<file path="src/rtl/mitchell_antilog.sv">
// mitchell_antilog
//
// Purpose:
//   Pipelined Mitchell antilogarithm converter. Takes a summed logarithm
//   (integer characteristic k plus fraction f) and rebuilds the binary
//   product ((2^FRAC_W + f) << k) >> FRAC_W. There are two registered stages
//   with valid/ready handshakes on both sides. The block runs at one beat per
//   cycle and holds up to two beats under backpressure.
//
// Parameters:
//   FRAC_W   fraction width (operand width - 1)
//   K_W      characteristic width; the output width is OUT_W = 2**K_W
//
// Ports:
//   clk        rising-edge clock
//   rst        synchronous, active-high reset
//   in_valid   input beat valid
//   in_ready   block can accept a beat this cycle (combinational from out_ready)
//   in_k       characteristic
//   in_f       fractional part of the log
//   in_zero    an operand was zero; forces the product to 0
//   out_valid  out_p holds a valid product
//   out_ready  consumer accepts the product this cycle
//   out_p      reconstructed product (registered)
//
// Configuration macro:
//   ANTILOG_ROUND_EN  when defined, adds half an LSB before the final right
//                     shift (round half-up) to reduce truncation bias.
//                     When undefined, the result is plainly truncated.
//                     Pipeline timing is the same in both builds.

module mitchell_antilog #(
  parameter int FRAC_W = 7,
  parameter int K_W    = 4,
  parameter int OUT_W  = 2 ** K_W
) (
  input  logic              clk,
  input  logic              rst,
  input  logic              in_valid,
  output logic              in_ready,
  input  logic [K_W-1:0]    in_k,
  input  logic [FRAC_W-1:0] in_f,
  input  logic              in_zero,
  output logic              out_valid,
  input  logic              out_ready,
  output logic [OUT_W-1:0]  out_p
);

  // The shift runs at full width so the largest k never loses a mantissa bit.
  localparam int M_W  = FRAC_W + 1;
  localparam int WW   = M_W + OUT_W - 1;
  localparam int PAD  = WW - M_W;

`ifdef ANTILOG_ROUND_EN
  localparam logic [WW-1:0] ROUND = WW'(1) << (FRAC_W - 1);
`else
  localparam logic [WW-1:0] ROUND = '0;
`endif

  logic              s1_valid;
  logic              s1_zero;
  logic [K_W-1:0]    s1_k;
  logic [M_W-1:0]    s1_m;
  logic              s2_valid;

  logic              s1_adv;
  logic              s2_adv;
  logic [WW-1:0]     shifted;
  logic [WW-1:0]     biased;
  logic [OUT_W-1:0]  p_next;

  // A stage may advance when it is empty or its downstream is advancing.
  // This chain is the only combinational path from out_ready to in_ready.
  always_comb begin
    s2_adv   = !s2_valid || out_ready;
    s1_adv   = !s1_valid || s2_adv;
    in_ready = s1_adv;
  end

  // Stage 2 datapath. The mantissa with its implicit leading one is shifted
  // by the characteristic. The optional rounding constant is added, then the
  // fraction bits are dropped. The wide width equals OUT_W + FRAC_W, so the
  // cast after the shift loses nothing.
  always_comb begin
    shifted = {{PAD{1'b0}}, s1_m} << s1_k;
    biased  = shifted + ROUND;
    p_next  = s1_zero ? '0 : OUT_W'(biased >> FRAC_W);
  end

  // Stage 1 captures a beat on handshake. It drops its valid when the beat
  // moves on and nothing replaces it. Data is left untouched while stalled.
  always_ff @(posedge clk) begin
    if (rst) begin
      s1_valid <= 1'b0;
      s1_zero  <= 1'b0;
      s1_k     <= '0;
      s1_m     <= '0;
    end else if (in_valid && in_ready) begin
      s1_valid <= 1'b1;
      s1_zero  <= in_zero;
      s1_k     <= in_k;
      s1_m     <= {1'b1, in_f};
    end else if (s1_adv) begin
      s1_valid <= 1'b0;
    end
  end

  // Stage 2 takes whatever stage 1 holds whenever it can advance. While the
  // consumer stalls, out_p and out_valid stay frozen.
  always_ff @(posedge clk) begin
    if (rst) begin
      s2_valid <= 1'b0;
      out_p    <= '0;
    end else if (s2_adv) begin
      s2_valid <= s1_valid;
      out_p    <= p_next;
    end
  end

  assign out_valid = s2_valid;

endmodule

</file>
<file path="config.mk">
export PLATFORM = sky130hd
export DESIGN_NAME = mitchell_antilog
export DESIGN_NICKNAME = d
export VERILOG_FILES = /design/src/rtl/mitchell_antilog.sv
export SDC_FILE = /design/constraint.sdc
export NUM_CORES = 1
export LEC_CHECK = 0
export CAP_MARGIN = 20
export CORE_ASPECT_RATIO = 2
export CORE_MARGIN = 2
export CORE_UTILIZATION = 39
export CTS_CLUSTER_SIZE = 30
export DETAILED_ROUTE_END_ITERATION = 12
export GPL_TIMING_DRIVEN = 0
export MAX_ROUTING_LAYER = met4
export PLACE_DENSITY = 0.61
export SLEW_MARGIN = 30
export SYNTH_ARGS = -nofsm -noshare
export SYNTH_HDL_FRONTEND = slang
export SYNTH_SLANG_ARGS = --single-unit
</file>
<file path="constraint.sdc">
create_clock -name clk -period 3.9 [get_ports clk]
set_input_delay 0.78 -clock clk [delete_from_list [all_inputs] [get_ports clk]]
set_output_delay 0.78 -clock clk [all_outputs]
set_load 0.02 [all_outputs]
</file>
Yosys cells after proc, flatten, opt, wreduce, memory -nomap -nowiden

Cells that the tools add are included.

Shifts and indexed selects: 1
Muxes and demuxes: 3
Reductions and logical operators: 6

Operators with widths:

| cell                | number |
|---|---|
| $shl A8 B4 Y23      | 1 |
| $mux W16            | 1 |
| $logic_not A1 Y1    | 2 |
| $logic_or A1 B1 Y1  | 2 |
| $mux W1             | 2 |
| $reduce_bool A2 Y1  | 1 |
| $logic_and A1 B1 Y1 | 1 |

Register bits after elaboration: 31
Word-level logic and storage cells: 16

Depth between registers and ports, before layout

Gate-level depths: netlist of the first run.

Depth after elaboration: 5
Mapped depth: 6
Depth with buffers taken out: 4

Least setup slack after synthesis of the first run

OpenSTA, ideal clock, no wires.

Path kind: input port to output port
Start point: input out_ready
End point: output in_ready
Data arrival time: 1.063 ns
Required time: 3.120 ns
Path slack: 2.057 ns
Cell stages on the path: 1
Buffers on the path: 0
Path through: nand3b_1

Cells in the longest elaborated chain, start to end: 2

Ends and longest elaborated chain:

| item               | line | RTL |
|---|---|---|
| start: declaration | 45   | `input logic out_ready,` |
| $logic_or A1 B1 Y1 | 75   | `s2_adv = !s2_valid \|\| out_ready;` |
| $logic_or A1 B1 Y1 | 76   | `s1_adv = !s1_valid \|\| s2_adv;` |
| end: declaration   | 40   | `output logic in_ready,` |

No other way between the ends.

Final worst setup path of the first run

Same ends and word-level chain as after synthesis.

==> parameters.txt, run 1 <==
Parameter                              Value

CTS
  # resized after CTS    0
  CTS tree    yes
  Insertion delay of the later-clocked pin in the worst-skew pair    about 0.29 ns
  Number of clock sinks seen by CTS    31
  Clock Root Buffer    sky130_fd_sc_hd__clkbuf_8
  Hold-fix buffers at CTS    0
  Post-CTS setup buffer count    0
  TritonCTS buffer count    5
  Clock-pin slew of the registers on the worst-case setup and hold paths    about 0.06 ns
  Clock Tree Buf Depth    2
  H-tree levels    2

Worst setup path
  Cell family with the largest share of critical-path delay    buffers and inverters
  Critical path launch point type    primary input
  Most common cell on crit path    sky130_fd_sc_hd__clkdlybuf4s50_1
  Critical Path AT    2.06 ns
  Buffering stage count on the worst path with inverters included    2
  Worst path cell trace    clkdlybuf4s50_1 > nand3b_1 > clkdlybuf4s50_1
  Maximum single-stage delay on the critical path    between 0.6 and 0.7 ns
  Highest-delay cell along the critical path    sky130_fd_sc_hd__clkdlybuf4s50_1
  Crit Path Class    in -> out
  Largest fanout on the critical path    3
  Capturing element type of the critical path    output pin
  Data required time of the critical path    3.12 ns

STA
  Endpoints failing hold    0
  Pins over their slew limit    0
  Number of endpoints failing setup at the final stage    0
  Worst slew margin    0.629
  Worst-margin pin slew    0.551 ns
  Max Fclk    roughly 350 MHz
  Worst hold slack    about 0.46 ns
  Post-route clock skew    ~0.0065 ns
  Min Tclk post-route    2.84 ns
  Final period utilization    0.727
  Setup repair after global routing missed its margin    no
  Post-Route Setup TNS    0 ns

Synth
  Synthesized netlist net count    193
  Avg Synthesized Cell Area    ~8.6 um2
  Number of register bits inferred by synthesis    31
  Number of enable flip-flop cells after synthesis    0
  Syn Inst Count    about 180
  Most used flip-flop cell after synthesis    sky130_fd_sc_hd__dfxtp_1
  Syn. warnings    0
  Cell area after technology mapping    about 1500 um2
  Number of distinct library cells after synthesis    41
  Share of synthesized flip-flops with an asynchronous set or reset    0
  Sequential share of the synthesized area    0.407

Final layout
  Cell Count, Final, Fillers Out    about 270
  Share of post-route cells with drive strength above 1    0.0826
  Number of nets at the end of the flow    ~230
  Utilization of the core after routing    0.527
  Area grow syn2layout    31.3%
  Antenna Diode Count    0

Route
  Remaining antenna violation count    0
  Post-Route WL    about 3900 um
  DR vias/cell    5.39
  WL per Instance    about 15 um
  Number of vias after detailed routing    1449
  Number of DRC markers in iteration 0    42
  Number of search-and-repair iterations in the first detailed-routing pass    4
  Post-detailed-route DRC marker count    0

Status
  Run status    complete, no violations

Worst hold path
  Tightest Hold Check Type    reg -> reg

Global route
  Total grt overflow    0
  Via count of the first global-routing pass    approximately 1500
  Overall global routing resource usage    0.213
  Initial antenna violation count    0
  First-pass GRT wire length    around 6700 um
  Pin count of the biggest net entering global routing    11

Place
  PortBufs    33
  Number of placed instances with taps included    261
  HPWL Detailed    ~3100 um
  Weighted congestion reported at the end of routability-driven placement    just over 0.9

Floorplan
  Die outline width    around 48 um
  Initial standard-cell utilization of the core    0.401
  Number of ports placed on the die boundary    34
  Area enclosed by the die boundary    roughly 4500 um2
  Die extent in y    ~92 um
  Placeable core region    about 3800 um2
  Std-Cell Rows    32

Power and ir drop
  Total power draw    a little under 0.7 mW
  Leakage    ~0.69 nW
  Pwr/cell area    343 nW/um2
  Worst vdd rail ir drop    around 240 uV

Job
  Max-capacitance violation count    0
-- Yosys cell counts (3+ instances only) --
library cell,instances,area (um2)
sky130_fd_sc_hd__o21ai_0,7,35.0
sky130_fd_sc_hd__nand2_1,31,116
sky130_fd_sc_hd__nor3_1,3,15.0
sky130_fd_sc_hd__dfxtp_1,31,621
sky130_fd_sc_hd__buf_2,4,20.0
sky130_fd_sc_hd__nand2b_1,3,18.8
sky130_fd_sc_hd__nor2_1,12,45.0
sky130_fd_sc_hd__nor2b_1,4,25.0
sky130_fd_sc_hd__a21oi_1,18,90.1
sky130_fd_sc_hd__inv_1,3,11.3
sky130_fd_sc_hd__mux2i_1,10,100
sky130_fd_sc_hd__clkbuf_1,5,18.8
sky130_fd_sc_hd__a22oi_1,3,22.5
sky130_fd_sc_hd__nand3b_1,5,37.5
sky130_fd_sc_hd__nor3b_1,3,22.5
-- power breakdown --
part	internal, mW	switching, mW
clock	0.122	0.124
sequential	0.328	0.0120
combinational	0.0488	0.0528
-- path summary, 6_finish.rpt --
check	start	end	slack (ns)	cells after the start
hold reg to reg	out_p[4]	out_p[4]	0.46	2
setup / recovery	out_ready	in_ready	1.06	3
setup reg to reg	out_valid	out_p[6]	2.16	5
hold / removal	out_p[4]	out_p[4]	0.46	2
-- worst register-to-register path: stages (launching register included) --
cell                       delay [ns]
sky130_fd_sc_hd__dfxtp_1         0.37
sky130_fd_sc_hd__nor2b_1         0.24
sky130_fd_sc_hd__buf_2           0.26
sky130_fd_sc_hd__buf_1           0.42
sky130_fd_sc_hd__a21oi_1         0.13
sky130_fd_sc_hd__a211oi_1        0.22
-- per-layer routing --
| metal | track usage | wire length, um |
|---|---|---|
| met4 | 0.110 | 148 |
| met1 | 0.209 | 1410 |
| met5 | - | 0 |
| met3 | 0.0487 | 122 |
| met2 | 0.359 | 2260 |
-- kinds of logic (layout without fill, tap and decap cells) --
kind of cell           Yosys count  count (layout)  share of synthesized area
AOI/OAI and AO/OA               43              43                      0.179
buffers and inverters           16              57                     0.0525
DFF                             31              31                      0.407
muxes                           15              15                      0.130
and+or+nand+nor                 72              72                      0.232
-- flip-flops by register name, summed over array words and instances (netlist names) --
name and cells:
out_p 16, s1_m 8, s1_k 4, out_valid 1
s1_valid 1, s1_zero 1
-- stage by stage --
step | setup slack [ns] | cell area (um2)
global route | 1.02 | 2000
floorplan | 2.06 | 1530
finish | 1.06 | 2000
global placement | 1.08 | 1920
detailed placement | 1.07 | 1920
CTS | 1.06 | 2000
-- cell type report --
cell class | instances | area, um2
clock inverters | 3 | 15.0
inverters | 3 | 11.3
flip-flops and latches | 31 | 621
plain buffers | 13 | 68.8
clock buffers | 5 | 68.8
repair buffers | 33 | 330
fillers | 354 | 1800
well taps | 51 | 63.8
multi-input cells | 130 | 825
-- layout by cell type (no fill, tap or decap), types with 2 or more instances in the layout --
master,instances
sky130_fd_sc_hd__buf_1,2
sky130_fd_sc_hd__dfxtp_1,31
sky130_fd_sc_hd__clkbuf_8,5
sky130_fd_sc_hd__a21oi_1,18
sky130_fd_sc_hd__and2_1,2
sky130_fd_sc_hd__nand3_1,2
sky130_fd_sc_hd__inv_1,3
sky130_fd_sc_hd__mux4_1,2
sky130_fd_sc_hd__nand3b_1,5
sky130_fd_sc_hd__nand2_1,31
sky130_fd_sc_hd__nor4_1,2
sky130_fd_sc_hd__nand2b_1,3
sky130_fd_sc_hd__buf_6,2
sky130_fd_sc_hd__mux2_2,2
sky130_fd_sc_hd__mux2i_1,10
sky130_fd_sc_hd__nor2_1,12
sky130_fd_sc_hd__o21ai_0,7
sky130_fd_sc_hd__buf_2,4
sky130_fd_sc_hd__nor3_1,3
sky130_fd_sc_hd__o2bb2ai_1,2
sky130_fd_sc_hd__nor3b_1,3
sky130_fd_sc_hd__clkdlybuf4s50_1,33
sky130_fd_sc_hd__clkinv_2,3
sky130_fd_sc_hd__a22o_1,2
sky130_fd_sc_hd__nor2b_1,4
sky130_fd_sc_hd__a22oi_1,3
sky130_fd_sc_hd__clkbuf_1,5
Power figures use the tool's default switching activity.
==> run 2: changes to the inputs <==
Settings changed: PLACE_DENSITY 0.61 to 0.64.
Clock period 3.9 ns to 2.3 ns, I/O delays scaled along.
==> run 2 against run 1 <==
Critical path depth is the same. Cell count is the same. Sequential power grew 70%. Worst hold slack gained 0.0027 ns. Final area grew 1.7%. Largest cell class unchanged. Highest routed layer unchanged.
==> parameters.txt, run 2 (synthesized netlist as in run 1, its figures left out) <==
Parameter                              Value

CTS
  TritonCTS buffer count    5
  CTS tree    yes
  Clock Tree Buf Depth    2
  Clock Root Buffer    sky130_fd_sc_hd__clkbuf_8
  Clock-pin slew of the registers on the worst-case setup and hold paths    approximately 0.07 ns
  Insertion delay of the later-clocked pin in the worst-skew pair    ~0.29 ns
  Hold-fix buffers at CTS    0
  H-tree levels    2
  Number of clock sinks seen by CTS    31
  # resized after CTS    0
  Post-CTS setup buffer count    0

Status
  Run status    complete, no violations

Final layout
  Number of nets at the end of the flow    233
  Cell Count, Final, Fillers Out    around 270
  Most common cell after layout, fill and taps aside    sky130_fd_sc_hd__clkdlybuf4s50_1
  Flip-flop count of the largest register, all copies and words added    16
  Area grow syn2layout    33.6%
  Share of post-route cells with drive strength above 1    0.0826
  Filler instances    about 360
  Commonest non-fill, non-tap cells in the layout    sky130_fd_sc_hd__clkdlybuf4s50_1, sky130_fd_sc_hd__nand2_1, sky130_fd_sc_hd__dfxtp_1
  Biggest regs    out_p x16, s1_m x8, s1_k x4
  Area of all placed cells without fillers    roughly 2000 um2
  Register ranked first by flip-flop count    out_p
  Antenna Diode Count    0

Route
  WL per Instance    14.4 um
  Post-Route WL    around 3900 um
  Number of vias after detailed routing    1447
  Number of search-and-repair iterations in the first detailed-routing pass    4
  Remaining antenna violation count    0
  Post-detailed-route DRC marker count    0
  DR vias/cell    approximately 5.4
  Number of DRC markers in iteration 0    32

Worst setup path
  Critical Path AT    roughly 1.7 ns
  Most common cell on crit path    sky130_fd_sc_hd__clkdlybuf4s50_1
  Capturing element type of the critical path    output pin
  Internal reg-to-reg setup slack    roughly 0.63 ns
  Highest-delay cell along the critical path    sky130_fd_sc_hd__clkdlybuf4s50_1
  Data required time of the critical path    1.84 ns
  Buffering stage count on the worst path with inverters included    2
  Critical path launch point type    primary input
  Worst path cell trace    clkdlybuf4s50_1 > nand3b_1 > clkdlybuf4s50_1
  Cell family with the largest share of critical-path delay    buffers and inverters
  Crit Path Class    in -> out
  Largest fanout on the critical path    3
  Maximum single-stage delay on the critical path    between 0.6 and 0.7 ns

Floorplan
  Die outline width    roughly 48 um
  Area enclosed by the die boundary    roughly 4500 um2
  Initial standard-cell utilization of the core    0.401
  Die extent in y    92.4 um
  Number of ports placed on the die boundary    34
  Std-Cell Rows    32
  Placeable core region    3800 um2

Place
  Number of placed instances with taps included    261
  Weighted congestion reported at the end of routability-driven placement    0.949
  PortBufs    33
  HPWL Detailed    between 3000 and 4000 um
  Post-Place Cell Area    between 1500 and 2000 um2

STA
  Post-route clock skew    around 0.0077 ns
  Number of endpoints failing setup at the final stage    0
  Max Fclk    approximately 460 MHz
  Post-Route Setup TNS    0 ns
  Worst slew margin    0.604
  Endpoints failing hold    0
  Min Tclk post-route    around 2.2 ns
  Worst-margin pin slew    0.588 ns
  Setup repair after global routing missed its margin    no
  Final period utilization    0.950
  Pins over their slew limit    0

Global route
  Via count of the first global-routing pass    ~1400
  First-pass GRT wire length    approximately 6500 um
  Pin count of the biggest net entering global routing    11
  Overall global routing resource usage    0.204
  Initial antenna violation count    0
  Total grt overflow    0

Power and ir drop
  Pwr/cell area    643 nW/um2
  Leakage    0.708 nW
  Worst vdd rail ir drop    roughly 580 uV

Worst hold path
  Tightest Hold Check Type    reg -> reg

Job
  Max-capacitance violation count    0
==> run 2: changes by cell type in the layout (fill, tap and decap cells not counted), sizes merged <==
cell | before | now
bufinv | 0 | 1
clkbuf | 10 | 11
clkinv | 3 | 1
==> run 2: final timing paths <==
kind | depth (start not counted) | endpoint | start
setup reg to reg | 4 | out_p[0] | s1_k[2]
setup / recovery | 3 | in_ready | out_ready
hold / removal | 2 | out_p[11] | out_p[11]
hold reg to reg | 2 | out_p[11] | out_p[11]
==> run 2: worst reg2reg max path, stage by stage (launching register included) <==
cell and delay [ns]:
sky130_fd_sc_hd__dfxtp_1 0.31, sky130_fd_sc_hd__clkbuf_1 0.29, sky130_fd_sc_hd__clkbuf_1 0.44, sky130_fd_sc_hd__mux4_1 0.39, sky130_fd_sc_hd__o21ai_0 0.17
==> run 2: through the flow <==
| step | utilization | total power, mW | hold WS [ns] | setup slack, ns |
|---|---|---|---|---|
| floorplan | - | 0.690 | 0.448 | 0.805 |
| global placement | 0.505 | 0.756 | 0.438 | 0.101 |
| detailed placement | 0.505 | 0.760 | 0.452 | 0.108 |
| CTS | 0.536 | 1.32 | 0.467 | 0.112 |
| global route | 0.536 | 1.36 | 0.490 | 0.0925 |
| finish | 0.536 | 1.31 | 0.459 | 0.116 |
==> run 2: where the power goes <==
group          leakage [nW]  switching [mW]  internal, mW
logic                 0.393          0.0885        0.0828
registers             0.253          0.0203         0.557
clock network        0.0612           0.211         0.350
==> run 2: layout make-up <==
| cell class | count | area [um2] | share of cell area |
|---|---|---|---|
| well taps | 51 | 63.8 | 0.0313 |
| inverters | 3 | 11.3 | 0.00553 |
| clock inverters | 2 | 35.0 | 0.0172 |
| repair buffers | 33 | 330 | 0.162 |
| multi-input cells | 130 | 825 | 0.405 |
| clock buffers | 6 | 82.6 | 0.0405 |
| plain buffers | 13 | 68.8 | 0.0338 |
| flip-flops and latches | 31 | 621 | 0.305 |
==> run 2: layer usage <==
layer,global-route usage,part of all wire,vias up
li1,-,-,714
met1,0.217,0.36,686
met2,0.330,0.57,37
met3,0.0468,0.039,10
met4,0.104,0.027,0
met5,-,0,-
==> run 3: changes to the inputs <==
Settings changed: CORE_UTILIZATION 39 to 30, PLACE_DENSITY 0.64 to 0.51.
==> run 3 against run 2 <==
Global-route usage decreased by 3.5 points. Highest routed layer unchanged. Utilization decreased by 12 points. Via count decreased by 1.9%. Cell count increased by 2.2%. Critical path type unchanged. Sequential power about the same. Combinational power about the same.
==> parameters.txt, run 3 (synthesized netlist as in run 1, its figures left out) <==
Parameter                              Value

Status
  Run status    complete, no violations

Route
  Number of DRC markers in iteration 0    26
  Post-detailed-route DRC marker count    0
  Number of vias after detailed routing    1420
  Number of search-and-repair iterations in the first detailed-routing pass    4
  WL per Instance    15.3 um
  Remaining antenna violation count    0
  Post-Route WL    about 4200 um
  DR vias/cell    just over 5

Final layout
  Commonest non-fill, non-tap cells in the layout    sky130_fd_sc_hd__clkdlybuf4s50_1, sky130_fd_sc_hd__nand2_1, sky130_fd_sc_hd__dfxtp_1
  Number of nets at the end of the flow    approximately 230
  Register ranked first by flip-flop count    out_p
  Share of post-route cells with drive strength above 1    0.0780
  Area grow syn2layout    32.9%
  Antenna Diode Count    0
  Biggest regs    out_p x16, s1_m x8, s1_k x4
  Flip-flop count of the largest register, all copies and words added    16
  Most common cell after layout, fill and taps aside    sky130_fd_sc_hd__clkdlybuf4s50_1
  Filler instances    522

CTS
  Post-CTS setup buffer count    0
  Hold-fix buffers at CTS    0
  Clock Root Buffer    sky130_fd_sc_hd__clkbuf_8
  # resized after CTS    0
  TritonCTS buffer count    5
  H-tree levels    2
  Insertion delay of the later-clocked pin in the worst-skew pair    0.28 ns
  Number of clock sinks seen by CTS    31
  Clock Tree Buf Depth    2
  Clock-pin slew of the registers on the worst-case setup and hold paths    0.06 ns
  CTS tree    yes

Global route
  Pin count of the biggest net entering global routing    11
  First-pass GRT wire length    approximately 6800 um
  Total grt overflow    0
  Via count of the first global-routing pass    ~1400
  Initial antenna violation count    0
  Overall global routing resource usage    0.169

Worst setup path
  Depth of the worst register-to-register path    4
  Worst path cell trace    clkdlybuf4s50_1 > nand3b_1 > clkdlybuf4s50_1
  Crit Path Class    in -> out
  Critical Path AT    roughly 1.7 ns
  Critical path launch point type    primary input
  Reg-to-reg critical path startpoint    s1_k[2]
  Data required time of the critical path    around 1.8 ns
  Highest-delay cell along the critical path    sky130_fd_sc_hd__clkdlybuf4s50_1
  Largest fanout on the critical path    3
  Maximum single-stage delay on the critical path    0.62 ns
  Most common cell on crit path    sky130_fd_sc_hd__clkdlybuf4s50_1
  Capturing element type of the critical path    output pin
  Internal reg-to-reg setup slack    0.53 ns
  Worst R2R End    out_p[0]

STA
  Final period utilization    0.951
  Setup repair after global routing missed its margin    no
  Post-route clock skew    ~0.0052 ns
  Pins over their slew limit    0
  Worst slew margin    0.597
  Worst-case setup margin in the final layout    around 0.11 ns
  Number of endpoints failing setup at the final stage    0
  Post-Route Setup TNS    0 ns
  Worst-margin pin slew    0.599 ns
  Endpoints failing hold    0
  Max Fclk    roughly 460 MHz
  Worst hold slack    around 0.46 ns
  Min Tclk post-route    between 2 and 2.5 ns

Worst hold path
  Cell count of the worst hold path    2
  Hold Startpoint    out_p[4]
  Tightest Hold Check Type    reg -> reg
  Hold Path Sink    out_p[4]

Floorplan
  Area enclosed by the die boundary    5710 um2
  Std-Cell Rows    36
  Die extent in y    105 um
  Number of ports placed on the die boundary    34
  Placeable core region    4860 um2
  Die outline width    54.4 um
  Initial standard-cell utilization of the core    0.314

Power and ir drop
  Portion of total power attributed to sequential cells    0.471
  Worst vdd rail ir drop    331 uV
  Total power draw    between 1 and 1.5 mW
  Switching part of the total power    0.255
  Pwr/cell area    roughly 600 nW/um2
  Clock group share of total power    0.387
  Portion of total power attributed to combinational logic    0.142
  Reported net switching power    about 0.31 mW
  Internal Dissipation    0.912 mW
  Leakage    0.698 nW

Place
  PortBufs    33
  Weighted congestion reported at the end of routability-driven placement    between 0.8 and 0.9
  Worst setup slack before clock tree synthesis    0.0754 ns
  HPWL Detailed    3350 um

Job
  Max-capacitance violation count    0
==> run 3: worst max-delay path by stage <==
stage               startpoint       end  cells after the start
floorplan              s1_k[0]  out_p[3]                      5
global placement     out_ready  out_p[6]                      6
detailed placement   out_ready  out_p[6]                      6
CTS                  out_ready  in_ready                      3
global route         out_ready  in_ready                      3
finish               out_ready  in_ready                      3
==> run 3: critical path: cells and delay by family <==
| kind | cells | cell delay (ns) |
|---|---|---|
| AND/OR/NAND/NOR | 1 | 0.16 |
| buffers and inverters | 2 | 1.10 |
==> run 3: per-layer routing <==
| layer | vias to the layer above | track usage | part of all wire |
|---|---|---|---|
| li1 | 715 | - | - |
| met1 | 661 | 0.165 | 0.36 |
| met2 | 37 | 0.304 | 0.58 |
| met3 | 7 | 0.0257 | 0.037 |
| met4 | 0 | 0.0804 | 0.030 |
| met5 | - | - | 0 |
==> run 3: cell type report <==
type,count,area (um2),area share
tap,57,71.3,0.0352
timing repair buffer,33,330,0.163
sequential,31,621,0.306
clock buffer,8,100,0.0494
inverter,3,11.3,0.00556
multi-input combinational,130,825,0.407
buffer,13,68.8,0.0340
==> run 3: stage by stage <==
stage          instances  cell area [um2]  utilization
6_report             275             2030        0.417
5_1_grt              275             2030        0.417
4_1_cts              275             2030        0.417
3_5_place_dp         267             1930        0.396
3_3_place_gp         267             1930        0.396
2_1_floorplan        177             1530            -
==> run 3: power groups by stage <==
stage | Clock (mW) | Combinational [mW] | Sequential (mW)
2_1_floorplan | 0 | 0.101 | 0.589
3_3_place_gp | 0 | 0.174 | 0.588
3_5_place_dp | 0 | 0.174 | 0.589
4_1_cts | 0.484 | 0.175 | 0.577
5_1_grt | 0.507 | 0.190 | 0.579
6_report | 0.475 | 0.174 | 0.577
==> variant 1, RTL diff (settings of run 3) <==
The localparam `ROUND` goes from '0 to 1.
--- a/src/rtl/mitchell_antilog.sv
+++ b/src/rtl/mitchell_antilog.sv
@@ -54,7 +54,7 @@
 `ifdef ANTILOG_ROUND_EN
   localparam logic [WW-1:0] ROUND = WW'(1) << (FRAC_W - 1);
 `else
-  localparam logic [WW-1:0] ROUND = '0;
+  localparam logic [WW-1:0] ROUND = 1;
 `endif
 
   logic              s1_valid;
Function: changed (a bounded check fails within 4 cycles, from zero or initial values and one cycle with rst high).
==> variant 1 against run 3 <==
  * Worst setup slack got worse by 1.3 ps
  * Register-to-register slack got worse by 120 ps
  * Total power increased by 2.3%
  * Hold slack improved by 4.1 ps
  * Wire length increased by 8.7%
  * Sequential cell count unchanged
  * First-iteration DRC count increased by 7.7%
  * Cell area increased by 4.4%
  * Global-route usage decreased by 0.46 points
  * Synthesized area increased by 5.6%
  * Critical endpoint unchanged
  * Largest cell class unchanged
==> variant 1: results (changes against run 3) <==
clock_network:
  source_to_sink_clock_delay_at_the_later_pin_of_the_worst_skew_pair_ps: 280  # about the same
  cts_inserted_buffers: 5  # unchanged
  post_cts_resized: 0  # unchanged
  htree_num_levels: 2  # unchanged
run_status:
  status: "completed"
synth:
  seq_area_frac_synth_pct: 38.5  # -2.1 points
  yosys-top-cells-count: "nand2_1 (37), dfxtp_1 (31), a21oi_1 (18)"
  yosys.cell_types.count: 42  # +2.4%
  yosys-top-cells-area: "dfxtp_1 (39%), nand2_1 (8.6%), a21oi_1 (5.6%)"
  mappedNetlistNets: 199  # +3.1%
  xor_xnor_share_of_the_synthesized_area_pct: 0.544  # +0.54 points
  synthArstFlopShare_pct: 0  # unchanged
  ys_warn_count: 0  # unchanged
  compound_gate_fraction_of_synth_area_pct: 18.3  # +0.38 points
  synth.area.mux_share_pct: 15.5  # +2.6 points
  synth_fa_ha_area_share_pct: 0  # unchanged
drt:
  detail_route.first_pass.iterations: 4  # unchanged
  dr_total_vias: 1516  # +6.8%
  drt_first_iter_violations: 28  # +7.7%
  avgRoutedWirePerCell_um: 16.2  # +6.0%
  routedLengthMet1_um: 1700  # +13%
  top_layer: "met4"
  met2_length_um: 2460  # +1.5%
  met3_wirelength_um: 141  # -10%
sta:
  slew_headroom_pct: 67.6  # +7.9 points
  fin_worst_skew_ps: 3.47  # -1.69 ps
cells_and_area:
  fillerInstances: 533  # +2.1%
  diode_count: 0  # unchanged
  finalNetCount: 239  # +2.6%
  drive_gt1_share_pct: 8.04  # +0.24 points
setup_path:
  reg2reg_setup_slack_ps: 410  # -120 ps
  critPathTopFamily: "buffers and inverters"
  timing.reg2reg.worst_path_depth: 5  # +1
place:
  dp_hpwl_um: 3490  # +4.3%
  pre_cts_ws_ps: -26.9  # -102 ps
  place_congestion: 0.932  # +7.2%
global_route:
  grt_pass1_wl_um: 7330  # +7.5%
  globalRouteMet3Util_pct: 2.28  # -0.29 points
  grt_util_met1_pct: 16.7  # +0.23 points
  first_global_vias: 1442  # +3.6%
  met2_usage_pct: 28.4  # -2.0 points
  global_route.usage.total_pct: 16.5  # -0.46 points
  grt_antenna_before_repair: 0  # unchanged
worst_hold_path:
  worst_hold_path_cell_count: 2  # unchanged
  min_from: "out_p[4]"
  worstHoldPathType: "reg2reg"
power:
  leakage_power_figure_nw: 0.749  # +7.3%
  worst_ir_drop_vdd_v: 0.000376  # +13%
  comb_power_share_pct: 15.2  # +1.0 points
  intPower_uw: 919  # +0.74%
  power.share.sequential_pct: 46.3  # -0.8 points
floorplan:
  chipWidth_um: 55.8  # +2.5%
[variant 1: changes by cell type in the layout (fill, tap and decap cells not counted), moves of 2 or more]
cell / before / now
mux2i_1: 10 / 7
nand2_1: 31 / 37
nor3b_1: 3 / 1
and3_1: 0 / 3
a32oi_1: 1 / 7
o21ai_0: 7 / 2
mux4_2: 1 / 4
nand3b_1: 5 / 2
nor2_1: 12 / 14
o211ai_1: 1 / 3
o2bb2ai_1: 2 / 0
[variant 1: worst reg2reg max path, stage by stage (launching register included)]
cell and delay [ps]:
dfxtp_1 400, clkbuf_1 420, mux4_2 370, mux2i_1 290, xor2_1 110, a22o_1 180
[variant 1: metrics by stage]
stage	hold slack [ps]	total power, mW	std cells	area (µm²)	util (%)
after floorplan	463	0.704	183	1610	-
after global placement	445	0.784	274	2010	39.2
after detailed placement	452	0.784	274	2010	39.2
after CTS	463	1.27	282	2120	41.2
after global routing	479	1.31	282	2120	41.2
final	463	1.25	282	2120	41.2
[variant 1: logic make-up (layout without fill, tap and decap cells)]
family / count (synthesis) / count (layout)
and+or+nand+nor: 77 / 77
AOI/OAI and AO/OA: 43 / 43
DFF: 31 / 31
buffers and inverters: 16 / 57
muxes: 15 / 15
xor gates and xnor gates: 1 / 1
[variant 1: final cells by class]
class,instances,area share (%)
multi-input combinational,136,43.3
sequential,31,29.3
timing repair buffer,33,15.6
clock buffer,7,4.55
tap,58,3.43
buffer,14,3.07
clock inverter,1,0.355
inverter,2,0.355
[variant 1: how the worst max path moves through the flow]
stage | startpoint | to | slack [ps] | cells after the start
finish | out_ready | in_ready | 110 | 3
global route | out_ready | in_ready | 60 | 3
CTS | out_ready | in_ready | 100 | 3
detailed placement | out_ready | out_p[9] | -30 | 6
global placement | out_ready | out_p[7] | -60 | 6
floorplan | s1_k[0] | out_p[6] | 630 | 5
==> variant 2, RTL diff (config.mk and constraints of run 3) <==
Made on the original files. Reset style: asynchronous (`rst`), changed in 2 clocked blocks. Comments in the files are not updated.
--- a/src/rtl/mitchell_antilog.sv
+++ b/src/rtl/mitchell_antilog.sv
@@ -89,7 +89,7 @@
 
   // Stage 1 captures a beat on handshake. It drops its valid when the beat
   // moves on and nothing replaces it. Data is left untouched while stalled.
-  always_ff @(posedge clk) begin
+  always_ff @(posedge clk or posedge rst) begin
     if (rst) begin
       s1_valid <= 1'b0;
       s1_zero  <= 1'b0;
@@ -107,7 +107,7 @@
 
   // Stage 2 takes whatever stage 1 holds whenever it can advance. While the
   // consumer stalls, out_p and out_valid stay frozen.
-  always_ff @(posedge clk) begin
+  always_ff @(posedge clk or posedge rst) begin
     if (rst) begin
       s2_valid <= 1'b0;
       out_p    <= '0;
Formal check against the unedited RTL: differs if rst is asserted again (counterexample within 4 cycles, from zero or initial values and one cycle with rst high); with rst held inactive, the same outputs for 10 cycles.
==> variant 2 against run 3 <==
  * Synthesized area rose by 4.2%
  * Sequential cell count stayed put
  * Cell area increased by 3.1%
  * Worst setup slack gained 110 ps
  * Core utilization decreased by 0.98 points
  * Wire length down 16%
  * Critical endpoint unchanged
  * Global-route usage is 3.8 points lower
Power is not compared: it rests on default switching activity, and its combinational part moved more than twofold at a synthesized area within 25%.
==> variant 2: results (changes against run 3) <==
setup_path:
  critical-path-max-stage-delay_ps: 470  # -150 ps
  timing.reg2reg.worst_path_depth: 4  # unchanged
  crit_arrival_ps: 1610  # -120 ps
  timing.critical_path.slowest_stage_cell: "clkdlybuf4s50_1"
  crit_path_max_fanout: 3  # unchanged
sta:
  worstMarginPinSlew_ps: 623  # +24.0 ps
  fin_worst_skew_ps: 2.87  # -2.29 ps
cells_and_area:
  drive_gt1_share_pct: 21.3  # +14 points
  fillerInstances: 506  # -3.1%
  finalNetCount: 193  # -17%
  largest_registers_in_the_final_layout: "out_p (16), s1_m (8), s1_k (4)"
  diode_count: 0  # unchanged
clock_network:
  postCtsSetupRepairBufs: 0  # unchanged
  cts.reportedPaths.clkPinSlew_ps: 60  # about the same
  htree_num_levels: 2  # unchanged
  source_to_sink_clock_delay_at_the_later_pin_of_the_worst_skew_pair_ps: 280  # about the same
  cts-root-to-sink-buffers: 2  # unchanged
  clk_root_buffer_cell: "clkbuf_8"
  cts_inserted_buffers: 5  # unchanged
  post_cts_resized: 1  # +1
drt:
  drt_first_iter_violations: 21  # -19%
  detail_route.first_pass.iterations: 4  # unchanged
  dr_total_vias: 1213  # -15%
  avgRoutedWirePerCell_um: 15.0  # -2.3%
worst_hold_path:
  worstHoldPathType: "reg2reg"
  worst_hold_path_cell_count: 1  # -1
synth:
  synthArstFlopShare_pct: 100  # +100 points
  yosys.cell_types.count: 40  # -2.4%
  ys_warn_count: 0  # unchanged
  yosys-top-cells-count: "dfrtp_1 (31), nand2_1 (17), mux2_2 (15)"
  seq_area_frac_synth_pct: 48.8  # +8.1 points
  mappedNetlistNets: 153  # -21%
  yosys-top-cells-area: "dfrtp_1 (49%), mux2_2 (11%), mux2i_1 (5.7%)"
place:
  io_buffer_count: 33  # unchanged
  dp_hpwl_um: 2860  # -15%
  place_congestion: 0.868  # -0.15%
power:
  worst_ir_drop_vdd_v: 0.000410
  leakage_power_figure_nw: 0.880
global_route:
  grt_max_degree: 32  # +21
  global_route.usage.total_pct: 13.2  # -3.8 points
  grt_antenna_before_repair: 0  # unchanged
  grt_pass1_wl_um: 5840  # -14%
run_status:
  status: "completed"
[variant 2: through the flow]
| stage | setup slack (ps) | std cells | cell area, µm² | utilization [%] | power (mW) |
|---|---|---|---|---|---|
| after floorplan | 592 | 137 | 1590 | - | 1.03 |
| after global placement | -45.5 | 228 | 1990 | 38.8 | 1.22 |
| after detailed placement | -52.4 | 228 | 1990 | 38.8 | 1.23 |
| after CTS | 218 | 236 | 2090 | 40.7 | 1.70 |
| after global routing | 174 | 236 | 2090 | 40.7 | 1.78 |
| final | 226 | 236 | 2090 | 40.7 | 1.68 |
[variant 2: critical path, delay by kind of cell]
family / cells / cell delay [ps]
buffers and inverters: 2 / 810
and+or+nand+nor: 2 / 340
[variant 2: layout make-up]
class | count | area, µm² | area share (%)
plain buffers | 8 | 76.3 | 3.65
inverters | 4 | 15.0 | 0.718
well taps | 58 | 72.6 | 3.47
multi-input cells | 94 | 722 | 34.5
flip-flops and latches | 31 | 776 | 37.1
repair buffers | 33 | 329 | 15.7
clock buffers | 8 | 100 | 4.79
[variant 2: power by group]
group / internal (mW) / leakage, nW / switching [mW]
clock: 0.273 / 0.0515 / 0.193
combinational: 0.264 / 0.442 / 0.265
sequential: 0.622 / 0.387 / 0.0620
[variant 2: layer usage]
metal | up-vias | track usage, % | share of wire, %
li1 | 580 | - | -
met1 | 579 | 12.0 | 33
met2 | 40 | 23.9 | 58
met3 | 14 | 2.65 | 4.3
met4 | 0 | 9.23 | 5.3
met5 | - | - | 0
[variant 2: cell families (layout without fill, tap and decap cells)]
| logic type | after synthesis | after routing | synth area share [%] |
|---|---|---|---|
| buffers and inverters | 12 | 53 | 5.75 |
| AND/OR/NAND/NOR | 37 | 37 | 12.3 |
| multiplexers | 27 | 27 | 19.6 |
| AO/OA/AOI/OAI | 30 | 30 | 13.5 |
| flip-flops | 31 | 31 | 48.8 |
[variant 2: worst paths after layout]
kind	from	endpoint	slack (ps)
hold reg to reg	s1_valid	out_valid	470
setup / recovery	out_ready	in_ready	230
setup reg to reg	s1_k[3]	out_p[1]	640
hold / removal	s1_valid	out_valid	470
min in group asynchronous	rst	out_p[11]	580
max in group asynchronous	rst	s1_k[1]	1310
